### config.mk
export PLATFORM = sky130hd
export DESIGN_NAME = cordic_vector_pipeline_flat
export DESIGN_NICKNAME = d
export VERILOG_FILES = /design/src/rtl/cordic_pkg.sv /design/src/rtl/cordic_vector_pipeline_if.sv /design/src/rtl/cordic_vec_step.sv /design/src/rtl/cordic_vector_pipeline.sv /design/src/flat_wrapper.sv
export SDC_FILE = /design/constraint.sdc
export NUM_CORES = 2
export LEC_CHECK = 0
export CORE_MARGIN = 2
export CORE_UTILIZATION = 35
export CTS_CLUSTER_DIAMETER = 80
export DETAILED_ROUTE_END_ITERATION = 6
export MAX_ROUTING_LAYER = met4
export PLACE_DENSITY = 0.51
export SETUP_SLACK_MARGIN = 0.2
export SYNTH_ARGS = -nofsm -noshare
export SYNTH_HDL_FRONTEND = slang
export SYNTH_SLANG_ARGS = --single-unit
### constraint.sdc
create_clock -name clock -period 6.66 [get_ports clock]
set_input_delay 1.332 -clock clock [delete_from_list [all_inputs] [get_ports clock]]
set_output_delay 1.332 -clock clock [all_outputs]
set_load 0.005 [all_outputs]
### src/rtl/cordic_pkg.sv
// Constants shared by the vectoring and rotation CORDIC pipelines (Q.10 fixed point).
package cordic_pkg;

  localparam int FXP_MUL     = 1024;
  localparam int KN_FXP      = 622;
  localparam int HALF_PI_FXP = 1608;
  localparam int PI_FXP      = 3217;
  localparam int N_STAGES    = 11;

  // Truncated atan(2^-i) * 1024 for micro-rotation i.
  function automatic int atan_fxp(input int i);
    case (i)
      0:       return 804;
      1:       return 474;
      2:       return 250;
      3:       return 127;
      4:       return 63;
      5:       return 31;
      6:       return 15;
      7:       return 7;
      8:       return 3;
      9:       return 1;
      default: return 0;
    endcase
  endfunction

endpackage

### src/rtl/cordic_vector_pipeline_if.sv
// Sample/result bundle of the vectoring CORDIC: clock enable, input vector, angle and magnitude.
interface cordic_vector_pipeline_if #(
  parameter int W = 12
);

  logic                ce;
  logic                valid_in;
  logic signed [W-1:0] x_in;
  logic signed [W-1:0] y_in;
  logic signed [W:0]   angle_out;
  logic signed [W-1:0] mag_out;
  logic                valid_out;

  modport master (
    output ce, valid_in, x_in, y_in,
    input  angle_out, mag_out, valid_out
  );

  modport slave (
    input  ce, valid_in, x_in, y_in,
    output angle_out, mag_out, valid_out
  );

endinterface

### src/rtl/cordic_vec_step.sv
// One registered vectoring micro-rotation: steers y toward zero by +/-atan(2^-SHIFT).
module cordic_vec_step #(
  parameter int SHIFT = 0,
  parameter int IW    = 14,
  parameter int ZW    = 13,
  parameter int ATAN  = 0
) (
  input  logic                 clock,
  input  logic                 reset,
  input  logic                 i_ce,
  input  logic                 i_valid,
  input  logic signed [IW-1:0] i_x,
  input  logic signed [IW-1:0] i_y,
  input  logic signed [ZW-1:0] i_z,
  output logic                 o_valid,
  output logic signed [IW-1:0] o_x,
  output logic signed [IW-1:0] o_y,
  output logic signed [ZW-1:0] o_z
);

  logic signed [IW-1:0] w_x_sh;
  logic signed [IW-1:0] w_y_sh;
  logic signed [ZW-1:0] w_atan;
  logic                 r_valid;
  logic signed [IW-1:0] r_x;
  logic signed [IW-1:0] r_y;
  logic signed [ZW-1:0] r_z;

  assign w_x_sh = i_x >>> SHIFT;
  assign w_y_sh = i_y >>> SHIFT;
  assign w_atan = ZW'(ATAN);

  // Rotate against the sign of y, all updates from the pre-stage values.
  always_ff @(posedge clock or negedge reset) begin
    if (!reset) begin
      r_valid <= 1'b0;
      r_x     <= '0;
      r_y     <= '0;
      r_z     <= '0;
    end else if (i_ce) begin
      r_valid <= i_valid;
      if (!i_y[IW-1]) begin
        r_x <= i_x + w_y_sh;
        r_y <= i_y - w_x_sh;
        r_z <= i_z + w_atan;
      end else begin
        r_x <= i_x - w_y_sh;
        r_y <= i_y + w_x_sh;
        r_z <= i_z - w_atan;
      end
    end
  end

  assign o_valid = r_valid;
  assign o_x     = r_x;
  assign o_y     = r_y;
  assign o_z     = r_z;

endmodule

### src/rtl/cordic_vector_pipeline.sv
// Vectoring-mode CORDIC: (x, y) -> (atan2(y, x), |v|), 13 register stages, one sample per ce cycle.
module cordic_vector_pipeline #(
  parameter int W       = 12,
  parameter int FXP_MUL = 1024,
  parameter int IW      = 14
) (
  input logic                     clock,
  input logic                     reset,
  cordic_vector_pipeline_if.slave bus
);

  import cordic_pkg::KN_FXP;
  import cordic_pkg::HALF_PI_FXP;
  import cordic_pkg::N_STAGES;
  import cordic_pkg::atan_fxp;

  localparam int ZW   = W + 1;
  localparam int NS   = N_STAGES;
  localparam int KW   = 12;
  localparam int PW   = IW + KW;
  localparam int FRAC = $clog2(FXP_MUL);
  localparam logic signed [PW-1:0] KN_WIDE = PW'(KN_FXP);
  localparam logic signed [PW-1:0] MAG_MAX = PW'((1 << (W - 1)) - 1);

  logic signed [IW-1:0] w_x_in;
  logic signed [IW-1:0] w_y_in;
  logic                 r_p_valid;
  logic signed [IW-1:0] r_p_x;
  logic signed [IW-1:0] r_p_y;
  logic signed [ZW-1:0] r_p_z;

  logic                 w_valid [0:NS];
  logic signed [IW-1:0] w_x     [0:NS];
  logic signed [IW-1:0] w_y     [0:NS];
  logic signed [ZW-1:0] w_z     [0:NS];

  logic signed [PW-1:0] w_x_wide;
  logic signed [PW-1:0] w_prod;
  logic signed [PW-1:0] w_scaled;
  logic signed [W-1:0]  w_mag;
  logic                 w_unused_y;
  logic                 r_k_valid;
  logic signed [ZW-1:0] r_k_angle;
  logic signed [W-1:0]  r_k_mag;

  assign w_x_in = {{(IW - W){bus.x_in[W-1]}}, bus.x_in};
  assign w_y_in = {{(IW - W){bus.y_in[W-1]}}, bus.y_in};

  // Pre-rotation folds the left half-plane into the right by +/-90 degrees.
  // NOTE: sequential state uses <= so every register samples pre-edge values.
  // NOTE: data registers are reset too, so a reset also forces the result outputs to 0.
  always_ff @(posedge clock or negedge reset) begin
    if (!reset) begin
      r_p_valid <= 1'b0;
      r_p_x     <= '0;
      r_p_y     <= '0;
      r_p_z     <= '0;
    end else if (bus.ce) begin
      r_p_valid <= bus.valid_in;
      if (!w_x_in[IW-1]) begin
        r_p_x <= w_x_in;
        r_p_y <= w_y_in;
        r_p_z <= '0;
      end else if (!w_y_in[IW-1]) begin
        r_p_x <= w_y_in;
        r_p_y <= -w_x_in;
        r_p_z <= ZW'(HALF_PI_FXP);
      end else begin
        r_p_x <= -w_y_in;
        r_p_y <= w_x_in;
        r_p_z <= -ZW'(HALF_PI_FXP);
      end
    end
  end

  assign w_valid[0] = r_p_valid;
  assign w_x[0]     = r_p_x;
  assign w_y[0]     = r_p_y;
  assign w_z[0]     = r_p_z;

  for (genvar gi = 0; gi < NS; gi++) begin : g_stage
    cordic_vec_step #(
      .SHIFT (gi),
      .IW    (IW),
      .ZW    (ZW),
      .ATAN  (atan_fxp(gi))
    ) u_step (
      .clock   (clock),
      .reset   (reset),
      .i_ce    (bus.ce),
      .i_valid (w_valid[gi]),
      .i_x     (w_x[gi]),
      .i_y     (w_y[gi]),
      .i_z     (w_z[gi]),
      .o_valid (w_valid[gi+1]),
      .o_x     (w_x[gi+1]),
      .o_y     (w_y[gi+1]),
      .o_z     (w_z[gi+1])
    );
  end

  // The final residual y is only a convergence by-product.
  assign w_unused_y = ^w_y[NS];

  // Remove the CORDIC gain: x * Kn, back to Q.10 by arithmetic shift.
  assign w_x_wide = {{KW{w_x[NS][IW-1]}}, w_x[NS]};
  assign w_prod   = w_x_wide * KN_WIDE;
  assign w_scaled = w_prod >>> FRAC;

  // Saturate the magnitude to the largest positive output code.
  // NOTE: give every always_comb output a default first so no path infers a latch.
  always_comb begin
    w_mag = w_scaled[W-1:0];
    if (w_scaled > MAG_MAX) w_mag = W'(MAG_MAX);
  end

  // Output stage registers the scaled magnitude and the accumulated angle.
  always_ff @(posedge clock or negedge reset) begin
    if (!reset) begin
      r_k_valid <= 1'b0;
      r_k_angle <= '0;
      r_k_mag   <= '0;
    end else if (bus.ce) begin
      r_k_valid <= w_valid[NS];
      r_k_angle <= w_z[NS];
      r_k_mag   <= w_mag;
    end
  end

  assign bus.valid_out = r_k_valid;
  assign bus.angle_out = r_k_angle;
  assign bus.mag_out   = r_k_mag;

endmodule

### src/flat_wrapper.sv
// flat-port wrapper written by rule: the top's interface ports become plain ports
module cordic_vector_pipeline_flat import cordic_pkg::KN_FXP; import cordic_pkg::HALF_PI_FXP; import cordic_pkg::N_STAGES; import cordic_pkg::atan_fxp;
#(
  parameter int W       = 12,
  parameter int FXP_MUL = 1024,
  parameter int IW      = 14
)
  (clock, reset, bus_ce, bus_valid_in, bus_x_in, bus_y_in, bus_angle_out, bus_mag_out, bus_valid_out);
  cordic_vector_pipeline_if #(.W(W)) bus_i ();
  input logic clock;
  input logic reset;
  input wire logic [$bits(bus_i.ce)-1:0] bus_ce;
  input wire logic [$bits(bus_i.valid_in)-1:0] bus_valid_in;
  input wire logic [$bits(bus_i.x_in)-1:0] bus_x_in;
  input wire logic [$bits(bus_i.y_in)-1:0] bus_y_in;
  output wire logic [$bits(bus_i.angle_out)-1:0] bus_angle_out;
  output wire logic [$bits(bus_i.mag_out)-1:0] bus_mag_out;
  output wire logic [$bits(bus_i.valid_out)-1:0] bus_valid_out;
  assign bus_i.ce = bus_ce;
  assign bus_i.valid_in = bus_valid_in;
  assign bus_i.x_in = bus_x_in;
  assign bus_i.y_in = bus_y_in;
  assign bus_angle_out = bus_i.angle_out;
  assign bus_mag_out = bus_i.mag_out;
  assign bus_valid_out = bus_i.valid_out;
  cordic_vector_pipeline #(.W(W), .FXP_MUL(FXP_MUL), .IW(IW)) u_core (.clock(clock), .reset(reset), .bus(bus_i));
endmodule
### Word level (Yosys, flattened, before mapping)

Cells that the tools add are included.

| operators by class | value |
|---|---|
| add/subtract/negate cells | 63 |
| $mul | 1 |
| divide/modulo/power cells | 0 |
| magnitude comparators | 1 |
| eq/ne operators | 0 |
| shift-type cells | 0 |
| muxes and demuxes | 38 |
| bitwise logic cells | 0 |
| reductions and logical operators | 0 |

Operators with widths:

| cell | count |
|---|---|
| 2-to-1 mux 14 bit | 25 |
| 2-to-1 mux 13 bit | 12 |
| adder 14 x 10 -> 14 bit | 2 |
| adder 14 x 11 -> 14 bit | 2 |
| adder 14 x 12 -> 14 bit | 2 |
| adder 14 x 13 -> 14 bit | 2 |
| adder 14 x 5 -> 14 bit | 2 |
| adder 14 x 6 -> 14 bit | 2 |
| adder 14 x 7 -> 14 bit | 2 |
| adder 14 x 8 -> 14 bit | 2 |
| adder 14 x 9 -> 14 bit | 2 |
| negation 12 -> 14 bit | 2 |
| subtractor 14 x 10 -> 14 bit | 2 |
| subtractor 14 x 11 -> 14 bit | 2 |
| subtractor 14 x 12 -> 14 bit | 2 |
| subtractor 14 x 13 -> 14 bit | 2 |
| subtractor 14 bit | 2 |
| subtractor 14 x 5 -> 14 bit | 2 |
| subtractor 14 x 6 -> 14 bit | 2 |
| subtractor 14 x 7 -> 14 bit | 2 |
| subtractor 14 x 8 -> 14 bit | 2 |
| subtractor 14 x 9 -> 14 bit | 2 |
| multiplier 14 x 10 -> 24 bit (second input constant) | 1 |
| > comparator 15 x 12 -> 1 bit (second input constant) | 1 |
| other kinds (24) | 24 |

| storage, ports and cells | value |
|---|---|
| bits in registers | 516 |
| latch bits | 0 |
| bits in writable memories | 0 |
| ROM bits | 0 |
| input bits | 28 |
| memories kept | 0 |

### Logic depth before layout (Yosys ltp)

| logic depth | value |
|---|---|
| word-level depth | 3 |
| depth in mapped cells | 20 |
| gate-level depth less buffers | 19 |

### Cells and area by module

A second synthesis with hierarchy kept.

| second synthesis, totals | value |
|---|---|
| cells, all modules | 5,050 |
| area total of the unflattened synthesis | 46,349.5 um2 |

Modules (own cells, without submodules):

| module | times used | cells each | area each (um2) |
|---|---|---|---|
| cordic_vector_pipeline | 1 | 563 | 5,469.0 |
| cordic_vec_step at u_core.g_stage[0].u_step | 1 | 505 | 4,241.6 |
| cordic_vec_step at u_core.g_stage[2].u_step | 1 | 440 | 3,860.0 |
| cordic_vec_step at u_core.g_stage[3].u_step | 1 | 437 | 3,858.7 |
| cordic_vec_step at u_core.g_stage[7].u_step | 1 | 433 | 3,837.4 |
| cordic_vec_step at u_core.g_stage[5].u_step | 1 | 412 | 3,832.4 |
| cordic_vec_step at u_core.g_stage[9].u_step | 1 | 418 | 3,764.9 |
| cordic_vec_step at u_core.g_stage[1].u_step | 1 | 400 | 3,712.3 |
| cordic_vec_step at u_core.g_stage[4].u_step | 1 | 374 | 3,628.5 |
| cordic_vec_step at u_core.g_stage[8].u_step | 1 | 386 | 3,560.9 |
| cordic_vec_step at u_core.g_stage[6].u_step | 1 | 363 | 3,502.1 |
| cordic_vec_step at u_core.g_stage[10].u_step | 1 | 319 | 3,081.7 |

### Worst setup path before layout

Ideal clock, no wire load.

| timing | value |
|---|---|
| path kind | flip-flop to flip-flop |
| start point | register u_core.g_stage[10].u_step.r_x[13] |
| end point | register u_core.r_k_mag[5] (netlist: u_core.bus.mag_out[5]) |
| setup time | 124 ps |
| arrival | 5,091 ps |
| data required time | 6,536 ps |
| setup slack | 1,445 ps |
| cell stages (with the launch flop) | 20 |
| clock period less this slack | 5,215 ps |
| cell sequence | dfrtp_1 ha_1 fa_1 inv_1 fa_1 fa_1 inv_1 fa_1 inv_1 ha_1 a21o_1 a21o_1 a21oi_2 nor2_1 nor3_2 and3_1 o21ai_0 o311a_1 buf_6 a211o_1 |

| on the way | value |
|---|---|
| longest elaborated chain between the ends | 3 |

Ends and longest elaborated chain:

| what | RTL line | text |
|---|---|---|
| start: declaration | cordic_vec_step.sv:25 | `logic signed [IW-1:0] r_x;` |
| start signal: assignment | cordic_vec_step.sv:43 | `r_x <= i_x + w_y_sh;` |
| start signal: assignment | cordic_vec_step.sv:47 | `r_x <= i_x - w_y_sh;` |
| multiplier 14 x 10 -> 24 bit * | cordic_vector_pipeline.sv:107 | `assign w_prod = w_x_wide * KN_WIDE;` |
| > comparator 15 x 12 -> 1 bit | cordic_vector_pipeline.sv:114 | `if (w_scaled > MAG_MAX) w_mag = W'(MAG_MAX);` |
| 2-to-1 mux 12 bit * | cordic_vector_pipeline.sv:114 |  |
| end signal: assignment | cordic_vector_pipeline.sv:126 | `r_k_mag <= w_mag;` |
| end: declaration | cordic_vector_pipeline.sv:44 | `logic signed [W-1:0] r_k_mag;` |

Every way passes the cells marked *; elsewhere a longest branch is shown, timed or not.
A chain may end at the register's enable or synchronous reset.

### Worst setup path after layout

| timing | value |
|---|---|
| start point | register u_core.g_stage[10].u_step.r_x[12] |
| end point | register u_core.r_k_mag[8] (netlist: u_core.bus.mag_out[8]) |

The elaborated chain is that of the path after synthesis.

==> results.toml <==
[floorplan]
fp.dieW_um = 343.3
ios = 54
die_area_um2 = 117900
num_rows = 124
core_um2 = 114200
start_util = 0.3529
die_y_um = 343.3

[placement]
dp_hpwl_um = 73530
place_ws_ns = 1.008
port-buffer-count = 53
place.gp.congestion = 0.8424

[routing]
drc = 0
avgRoutedWirePerCell_um = 16.29
finalWirelength_um = 95480
drt_first_pass_iters = 5
drt_iter0_drc = 1146
num_vias = 29540
final_antenna_net_count = 0
vias_per_cell = 5.039

[critical_path]
cp.arrival_ns = 6.18
critical_path_class = "reg2reg"
rrSetupSlack_ns = 1.03
r2r-start = "u_core.g_stage[10].u_step.o_x[12]$_DFFE_PN0P_"
cp_slowest_cell = "fa_1"
rr_worst_depth = 19
r2r-end = "u_core.bus.mag_out[8]$_DFFE_PN0P_"
path_delay_family = "adder cells"
critPathMaxFanout = 11
cpPeakStageDelay_ns = 0.56
path_buf_inv = 4
critPathCaptureType = "flip-flop"
path_cells = "inv_1 -> ha_1 -> fa_1 -> inv_1 -> fa_1 -> fa_1 -> inv_1 -> fa_1 -> inv_1 -> ha_1 -> a21o_1 -> a21o_1 -> a21oi_2 -> nor2_1 -> nor2_1 -> a2111oi_0 -> nor4_1 -> o311a_1 -> or2_1"
worstSetupStartpointType = "flip-flop"
critPathRequiredTime_ns = 7.21

[sta]
maxSlewHeadroom = 0.2671
rsz0062_at_grt = "no"
min_period_ns = 5.634
finalHoldViolations = 0
tns_ns = 0
fin_ws_ns = 1.026
fin_crit_sh = 0.8460
maxSlewViolCount = 0
setup_violations = 0
clock.fmax_ghz = 0.1775
worstMarginPinSlew_ns = 1.099
finClkSkew_ns = 0.03575

[synthesis]
synthCells = 4272
synth-edff-count = 0
synthAdderAreaFrac = 0.1859
synth.area.mux_share = 0.09222
synth_common_cells = "dfrtp_1 (488), ha_1 (469), nor2_1 (401)"
synth_top_family_by_area = "adder cells"
synth_compound_area_frac = 0.1487
synth.cell_area_um2 = 40300
yosysTopAreaCellShare = 0.3030
ys_warn_count = 0
synthTopCellsByArea = "dfrtp_1 (30%), ha_1 (15%), mux2_2 (8.3%)"
synth_nets = 4850
yosysMostFrequentCell = "dfrtp_1"
synth_largest_area_cell = "dfrtp_1"
synth_cell_types = 73
synthXorXnorAreaFrac = 0.1039
synth_ff_type = "dfrtp_1"
ys_ff_latch = 488
postSynth.asyncResetShare = 1.000
postSynthAreaPerCell_um2 = 9.433
synth_simple_gate_area_frac = 0.1265
ys_seq_area_frac = 0.3030

[finish]
drive_above_1_share = 0.1205
finish.net_count = 4875
syn_to_final_growth_pct = 11.49
nFillCells = 11490
seq_area_um2 = 12210
multi_input_area_um2 = 26480
diodes = 0

[hold_path]
holdPathEnd = "u_core.bus.angle_out[10]$_DFFE_PN0P_"
hp-start = "u_core.g_stage[10].u_step.o_z[10]$_DFFE_PN0P_"
min_path_type = "reg2reg"
whs_path_depth = 1

[run_status]
outcome = "complete, no violations"

[cts]
clock_latency_ns = 0.64
clk_pin_slew_ns = 0.05
clock_path_buffers = 3
cts_hold_buf = 0
root_buffer = "clkbuf_16"
cts-buffers-inserted = 71
h-tree-depth = 3
tritoncts = "built"
cts-resized-gates = 0
post_cts_buffers = 0
cts_sinks = 488

[global_route]
track_usage = 0.1680
overflow = 0
grt_use_met1 = 0.2050
grt_pass1_vias = 29480
grt_use_met2 = 0.2877
grt_first_pass_wirelength_um = 156100
grt_busiest_layer = "met2"
antenna_found_initial = 0
grt_max_degree = 156
grt_util_met3 = 0.01940

[run]
cap_violations = 0
[cells in the final DEF (no fill, tap or decap), types with 40 or more instances in the layout]
cell type,instances
dfrtp_1,488
ha_1,469
nor2_1,401
xnor2_1,376
inv_1,301
mux2_2,298
a21oi_1,294
nand2_1,194
o21ai_0,191
nor3_1,122
xor2_1,102
a21o_1,83
fa_1,81
nor2b_1,76
clkbuf_16,72
nand3_1,61
clkdlybuf4s50_1,51
or3_1,41
o21a_1,41
and3_1,40
[worst register-to-register path: stages, from the launching register on]
cell and delay, ns:
dfrtp_1 0.42, inv_1 0.23, ha_1 0.32, fa_1 0.54, inv_1 0.05, fa_1 0.46, fa_1 0.56, inv_1 0.06
fa_1 0.50, inv_1 0.04, ha_1 0.36, a21o_1 0.18, a21o_1 0.18, a21oi_2 0.18, nor2_1 0.10, nor2_1 0.13
a2111oi_0 0.11, nor4_1 0.45, o311a_1 0.54, or2_1 0.17
[cell type report]
class                           count  area share
Inverter                          302     0.02526
Multi-Input combinational cell   3359      0.5894
Clock buffer                       90     0.04406
Clock inverter                     36     0.01025
Timing Repair Buffer               75     0.01710
Tap cell                         1512     0.04211
Sequential cell                   488      0.2718
[logic make-up after synthesis]
logic type | after synthesis
AND/OR/NAND/NOR | 1076
flip-flops | 488
XOR/XNOR | 478
adder cells (fa/ha/maj) | 550
multiplexers | 334
buffers and inverters | 425
AO/OA/AOI/OAI | 921
[flip-flops by register name, summed over array words and instances, names as in the netlist]
| register | flops |
|---|---|
| u_core.bus.valid_out | 1 |
| u_core.g_stage.u_step.o_z | 136 |
| u_core.r_p_x | 14 |
| u_core.bus.angle_out | 13 |
| u_core.r_p_y | 14 |
| u_core.g_stage.u_step.o_y | 130 |
| u_core.r_p_valid | 1 |
| u_core.g_stage.u_step.o_valid | 11 |
| u_core.g_stage.u_step.o_x | 153 |
| u_core.r_p_z | 3 |
| u_core.bus.mag_out | 12 |
[metrics by stage]
| step | util | hold slack [ns] | std cells | area [um^2] |
|---|---|---|---|---|
| detailed placement | 0.3721 | 0.4748 | 5736 | 42490 |
| CTS | 0.3935 | 0.4905 | 5862 | 44930 |
| global route | 0.3935 | 0.5093 | 5862 | 44930 |
| floorplan | - | 0.4462 | 4272 | 40300 |
| global placement | 0.3721 | 0.4689 | 5736 | 42490 |
| finish | 0.3935 | 0.4841 | 5862 | 44930 |
[how the worst max path moves through the flow]
stage / start / to / depth (start not counted)
2_1_floorplan: u_core.g_stage[10].u_step.o_x[13]$_DFFE_PN0P_ / u_core.bus.mag_out[5]$_DFFE_PN0P_ / 19
3_3_place_gp: u_core.g_stage[10].u_step.o_x[12]$_DFFE_PN0P_ / u_core.bus.mag_out[3]$_DFFE_PN0P_ / 19
3_5_place_dp: u_core.g_stage[10].u_step.o_x[12]$_DFFE_PN0P_ / u_core.bus.mag_out[3]$_DFFE_PN0P_ / 19
4_1_cts: u_core.g_stage[10].u_step.o_x[12]$_DFFE_PN0P_ / u_core.bus.mag_out[8]$_DFFE_PN0P_ / 19
5_1_grt: u_core.g_stage[10].u_step.o_x[12]$_DFFE_PN0P_ / u_core.bus.mag_out[8]$_DFFE_PN0P_ / 19
6_report: u_core.g_stage[10].u_step.o_x[12]$_DFFE_PN0P_ / u_core.bus.mag_out[8]$_DFFE_PN0P_ / 19
[per-layer routing]
layer | share of wire | vias to the layer above
met5 | 0 | -
met4 | 0.031 | 0
met3 | 0.024 | 130
met2 | 0.49 | 283
met1 | 0.45 | 14010
li1 | - | 15120
Power is not shown: default switching activity piles up to over one toggle a cycle in this logic, so the estimate is an artifact.
